### config.mk
export PLATFORM = sky130hd
export DESIGN_NAME = tl_pkt_source
export DESIGN_NICKNAME = d
export VERILOG_FILES = /design/src/rtl/tl_pkt_source.sv
export SDC_FILE = /design/constraint.sdc
export NUM_CORES = 1
export LEC_CHECK = 0
export ABC_AREA = 1
export CORE_MARGIN = 5
export CORE_UTILIZATION = 43
export CTS_CLUSTER_SIZE = 12
export DETAILED_ROUTE_END_ITERATION = 12
export PLACE_DENSITY_LB_ADDON = 0.08
export SLEW_MARGIN = 0
export SYNTH_ARGS = -nofsm -noshare
export SYNTH_HDL_FRONTEND = slang
export SYNTH_SLANG_ARGS = --single-unit
### constraint.sdc
create_clock -name clk -period 3.2 [get_ports clk]
set_input_delay 0.64 -clock clk [delete_from_list [all_inputs] [get_ports clk]]
set_output_delay 0.64 -clock clk [all_outputs]
set_load 0.02 [all_outputs]
### src/rtl/tl_pkt_source.sv
// rtl/tl_pkt_source.sv - round-robin burst traffic source for the four TL input FIFOs
// Optional stall counter enabled by defining TL_SRC_STALL_CNT_EN.
module tl_pkt_source #(
    parameter int DATA_W = 10,
    parameter int CNT_W  = 5
) (
    input  logic              clk,
    input  logic              reset,
    input  logic              init,
    input  logic [CNT_W-1:0]  burst_len,
    input  logic [7:0]        seed,
    input  logic              almost_full0,
    input  logic              almost_full1,
    input  logic              almost_full2,
    input  logic              almost_full3,
    output logic [DATA_W-1:0] data_out0,
    output logic [DATA_W-1:0] data_out1,
    output logic [DATA_W-1:0] data_out2,
    output logic [DATA_W-1:0] data_out3,
    output logic              push_out0,
    output logic              push_out1,
    output logic              push_out2,
    output logic              push_out3,
    output logic              done,
    input  logic              req,
    input  logic [1:0]        idx,
    output logic [CNT_W-1:0]  contador,
    output logic              valid,
    output logic [7:0]        stalls
);

    typedef enum logic [1:0] {S_IDLE, S_LOAD, S_SEND, S_DONE} state_t;

    state_t                       state_q, state_d;
    logic [CNT_W-1:0]             remaining_q, remaining_d;
    logic [7:0]                   lfsr_q, lfsr_d;
    logic [1:0]                   dest_ptr_q, dest_ptr_d;
    logic [1:0]                   rr_ptr_q, rr_ptr_d;
    logic [3:0][CNT_W-1:0]        cnt_q, cnt_d;
    logic [3:0]                   push_q, push_d;
    logic [3:0][DATA_W-1:0]       data_q, data_d;
    logic                         done_q, done_d;
    logic [CNT_W-1:0]             contador_q, contador_d;
    logic                         valid_q, valid_d;

    logic [3:0] af;
    logic       found;
    logic [1:0] sel;
    logic [1:0] cand;

    assign af = {almost_full3, almost_full2, almost_full1, almost_full0};

    // Walk from rr_ptr upward; lower offsets are visited last so the first free channel wins.
    always_comb begin
        found = 1'b0;
        sel   = rr_ptr_q;
        cand  = '0;
        for (int k = 3; k >= 0; k--) begin
            cand = rr_ptr_q + 2'(k);
            if (!af[cand]) begin
                found = 1'b1;
                sel   = cand;
            end
        end
    end

    always_comb begin
        state_d     = state_q;
        remaining_d = remaining_q;
        lfsr_d      = lfsr_q;
        dest_ptr_d  = dest_ptr_q;
        rr_ptr_d    = rr_ptr_q;
        cnt_d       = cnt_q;
        push_d      = '0;
        data_d      = data_q;
        done_d      = 1'b0;
        valid_d     = req;
        contador_d  = req ? cnt_q[idx] : '0;

        case (state_q)
            S_IDLE: begin
                if (init) state_d = S_LOAD;
            end
            S_LOAD: begin
                remaining_d = burst_len;
                lfsr_d      = (seed == 8'h00) ? 8'h01 : seed;
                dest_ptr_d  = '0;
                rr_ptr_d    = '0;
                cnt_d       = '0;
                state_d     = S_SEND;
            end
            S_SEND: begin
                if (remaining_q == '0) begin
                    state_d = S_DONE;
                    done_d  = 1'b1;
                end else if (found) begin
                    push_d[sel] = 1'b1;
                    data_d[sel] = {dest_ptr_q, lfsr_q};
                    remaining_d = remaining_q - 1'b1;
                    dest_ptr_d  = dest_ptr_q + 2'd1;
                    rr_ptr_d    = sel + 2'd1;
                    lfsr_d      = {lfsr_q[6:0], lfsr_q[7] ^ lfsr_q[5] ^ lfsr_q[4] ^ lfsr_q[3]};
                    cnt_d[sel]  = cnt_q[sel] + 1'b1;
                end
            end
            S_DONE: begin
                state_d = S_IDLE;
            end
            default: state_d = S_IDLE;
        endcase
    end

    always_ff @(posedge clk or negedge reset) begin
        if (!reset) begin
            state_q     <= S_IDLE;
            remaining_q <= '0;
            lfsr_q      <= '0;
            dest_ptr_q  <= '0;
            rr_ptr_q    <= '0;
            cnt_q       <= '0;
            push_q      <= '0;
            data_q      <= '0;
            done_q      <= 1'b0;
            contador_q  <= '0;
            valid_q     <= 1'b0;
        end else begin
            state_q     <= state_d;
            remaining_q <= remaining_d;
            lfsr_q      <= lfsr_d;
            dest_ptr_q  <= dest_ptr_d;
            rr_ptr_q    <= rr_ptr_d;
            cnt_q       <= cnt_d;
            push_q      <= push_d;
            data_q      <= data_d;
            done_q      <= done_d;
            contador_q  <= contador_d;
            valid_q     <= valid_d;
        end
    end

`ifdef TL_SRC_STALL_CNT_EN
    logic [7:0] stalls_q, stalls_d;

    // Saturating count of SEND cycles with work pending but every FIFO blocked.
    always_comb begin
        stalls_d = stalls_q;
        if (state_q == S_LOAD) begin
            stalls_d = '0;
        end else if (state_q == S_SEND && remaining_q != '0 && !found && stalls_q != 8'hFF) begin
            stalls_d = stalls_q + 8'd1;
        end
    end

    always_ff @(posedge clk or negedge reset) begin
        if (!reset) stalls_q <= '0;
        else        stalls_q <= stalls_d;
    end

    assign stalls = stalls_q;
`else
    assign stalls = '0;
`endif

    assign push_out0 = push_q[0];
    assign push_out1 = push_q[1];
    assign push_out2 = push_q[2];
    assign push_out3 = push_q[3];
    assign data_out0 = data_q[0];
    assign data_out1 = data_q[1];
    assign data_out2 = data_q[2];
    assign data_out3 = data_q[3];
    assign done      = done_q;
    assign contador  = contador_q;
    assign valid     = valid_q;

endmodule

==> flow_metrics.tcl <==
set metrics [dict create \
    rsz0062_at_grt "false" \
    htreeDepth 3 \
    vias 3553 \
    setup_ws_final_ns 0.4746 \
    initial_antenna_violation_count 0 \
    most-common-layout-cells "sky130_fd_sc_hd__nand2_1 (113), sky130_fd_sc_hd__dfrtp_1 (90), sky130_fd_sc_hd__clkdlybuf4s50_1 (72)" \
    worst_r2r_startpoint "rr_ptr_q[0]$_DFFE_PN0P_" \
    placement_rows 37 \
    beginning_of_the_critical_path "almost_full3" \
    floorplan.io_pins 82 \
    timing_worst_setup_path_type "in2reg" \
    largest_net_degree_at_the_start_of_global_routing 54 \
    maxCapViolCount 0 \
    final_layout_size_suffix_gt1_share_pct 11.53 \
    critical_path.startpoint_type "input pin" \
    die_area_um2 12340 \
    grt_usage_pct 18.09 \
    synth.lib_cells_used.distinct 35 \
    max_slew.worst_pin.slew_ns 0.7239 \
    fill_cells 954 \
    dieHeight_um 111.1 \
    setup.reg_to_reg.worst_slack_ns 0.54 \
    total_switching_power_mw 3.030 \
    insertedDiodeCount 0 \
    final_period_minus_worst_setup_slack_ns 2.725 \
    worstHoldPathType "in2async" \
    synth_enable_flop_cells 0 \
    post-place-ws_ns 0.09965 \
    internal-power_mw 3.232 \
    totalWireLength_um 11070 \
    pwr-share-seq_pct 28.9 \
    synthFlopType "sky130_fd_sc_hd__dfrtp_1" \
    final-setup-viol-count 0 \
    multiInputGateArea_um2 1767 \
    irDropWorstVdd_mv 0.5283 \
    globalRouteOverflowTotal 0 \
    cellLeakagePower_nw 2.544 \
    synthDominantCellAreaShare_pct 51.24 \
    synth_async_sr_flop_share_pct 100.0 \
    worst_setup_path_end_kind "flip-flop" \
    pwr_density_cell_nw_per_um2 1154 \
    syn-cell-area_um2 4395 \
    tns_ns 0 \
    worstSetupEndpoint "data_out2[7]$_DFFE_PN0P_" \
    yosys_register_bits 90 \
    grt_pass1_wl_um 17880 \
    clk_latency_ns 0.35 \
    flow.area_growth_from_synthesis_pct 23.43 \
    synth.top_cells.by_area "sky130_fd_sc_hd__dfrtp_1 (51%), sky130_fd_sc_hd__nand2_1 (9.6%), sky130_fd_sc_hd__o21ai_0 (7.3%)" \
    post_drt_via_cell_ratio 4.955 \
    cts_resized 0 \
    grt_pass1_vias 3447 \
    drt_pass1_iterations 4 \
    p_sw_share_pct 48.39 \
    clock_edge_transition_at_the_registers_on_the_reported_setup_and_hold_paths_ns 0.09 \
    ys_warn_count 0 \
    placement.io_buffers 73 \
    run_status "finished, final reports clean" \
    worst_ep_required_time_ns 3.42 \
    final_core_utilization_pct 53.51 \
    die_w_um 111.1 \
    drt_iter0_markers 140 \
    clock.fmax_mhz 366.9 \
    clockPowerShare_pct 12.4 \
    floorplan.initialDensity_pct 43.35 \
    sinks_on_clock_net 90 \
    final.setup_skew_ns 0.01626 \
    netlist_instances 504 \
    clock_root_buffer "sky130_fd_sc_hd__clkbuf_8" \
    timing.rr.end "data_out2[7]$_DFFE_PN0P_" \
    post-route-period-util_pct 85.17 \
    dpl.hpwl_um 8138 \
    number_of_buffers_inserted_for_hold_repair_after_clock_tree_synthesis 0 \
    postSynthAreaPerCell_um2 8.721 \
    gp_congestion 0.9385 \
    final_hold_viols 0 \
    critPathArrivalTime_ns 2.94 \
    num-nets-final 608 \
    worst-path-max-fanout 23 \
    ant_nets 0 \
    worst-r2r-cell-count 16 \
    placedInstanceArea_um2 5231 \
    tritoncts_clock_tree "built" \
    p_comb_share_pct 58.8 \
    stdcell_area_um2 5425 \
    timing.final.max_slew_violations 0 \
    remaining_drc_errors 0 \
    relSlewSlack_pct 51.74 \
    core_area_um2 10140 \
    yosysTopAreaCell "sky130_fd_sc_hd__dfrtp_1" \
    post_drt_wl_per_cell_um 15.44 \
    buffer_depth_of_the_longest_clock_path 2 \
    seq_area_um2 2252 \
    synth.yosys.seq_area_share_pct 51.24 \
    post-cts-setup-buffers 0 \
    tritoncts_buffer_count 9 \
    mostFrequentLayoutCell "sky130_fd_sc_hd__nand2_1" \
]
## stage by stage
step                hold slack, ns  cells  power (mW)
global route                0.3925    717       6.798
floorplan                   0.3444    511       4.357
global placement            0.4651    701       5.502
CTS                         0.3595    717       6.324
detailed placement          0.4745    701       5.522
finish                      0.3433    717       6.262
## metal layers
layer	routed length [um]	global-route usage, %
met1	4934	22.96
met2	5274	29.69
met3	591	5.131
met4	268	6.245
met5	0	0
## cell families (layout without fill, tap and decap cells)
group | count (synthesis) | in the layout | share of synthesized area (%)
DFF | 90 | 90 | 51.24
AOI/OAI and AO/OA | 122 | 122 | 15.80
and+or+nand+nor | 186 | 186 | 20.35
adders and majority gates | 9 | 9 | 2.562
xor gates and xnor gates | 4 | 4 | 0.7972
other | 1 | 8 | 0.08532
buffers and inverters | 92 | 162 | 9.166
## registers in the layout, summed over array words and instances, names as in the netlist, 2 cells and up
name	count
cnt_q	20
data_out0	10
data_out1	10
data_out2	10
data_out3	10
lfsr_q	8
contador	5
remaining_q	5
push_q	4
dest_ptr_q	2
rr_ptr_q	2
state_q	2
## layout make-up
cell class,count,area share (%)
well taps,136,3.137
repair buffers,79,14.48
clock buffers,11,2.422
clock inverters,5,1.153
flip-flops and latches,90,41.51
multi-input cells,329,32.56
inverters,67,4.728
## synth_stat cells (all sizes together), types with 2 or more instances
cell / instances
a21oi: 23
a22oi: 2
buf: 13
clkbuf: 12
dfrtp: 90
ha: 9
inv: 67
nand2: 135
nand3: 39
nor2: 9
o211ai: 8
o21ai: 72
o22ai: 14
xnor2: 3
## critical path: stages
cell and delay, ns:
sky130_fd_sc_hd__clkdlybuf4s50_1 0.48, sky130_fd_sc_hd__nand2_1 0.09, sky130_fd_sc_hd__nand3_1 0.13, sky130_fd_sc_hd__nand2_1 0.08
sky130_fd_sc_hd__inv_2 0.06, sky130_fd_sc_hd__nand2_2 0.05, sky130_fd_sc_hd__nand2_4 0.08, sky130_fd_sc_hd__nand2_4 0.05
sky130_fd_sc_hd__nand2_4 0.11, sky130_fd_sc_hd__nand2_4 0.17, sky130_fd_sc_hd__inv_1 0.13, sky130_fd_sc_hd__ha_1 0.15
sky130_fd_sc_hd__inv_1 0.05, sky130_fd_sc_hd__nor2_1 0.26, sky130_fd_sc_hd__inv_2 0.23, sky130_fd_sc_hd__nand2_1 0.09
sky130_fd_sc_hd__o21ai_0 0.08
## worst min-delay path by stage
stage / endpoint
detailed placement: data_out2[2]$_DFFE_PN0P_
global route: data_out2[2]$_DFFE_PN0P_
CTS: data_out2[2]$_DFFE_PN0P_
global placement: cnt_q[4]$_DFFE_PN0P_
floorplan: cnt_q[0]$_DFFE_PN0P_
finish: state_q[1]$_DFFE_PN0P_
## power groups by stage
stage               clock (mW)  combinational [mW]  sequential (mW)
floorplan                    0                2.31             2.05
global placement             0                3.68             1.82
detailed placement           0                3.70             1.82
CTS                      0.795                3.72             1.81
global route             0.844                4.09             1.86
finish                   0.774                3.68             1.81
Note: power is estimated with default switching activity, not from simulation.
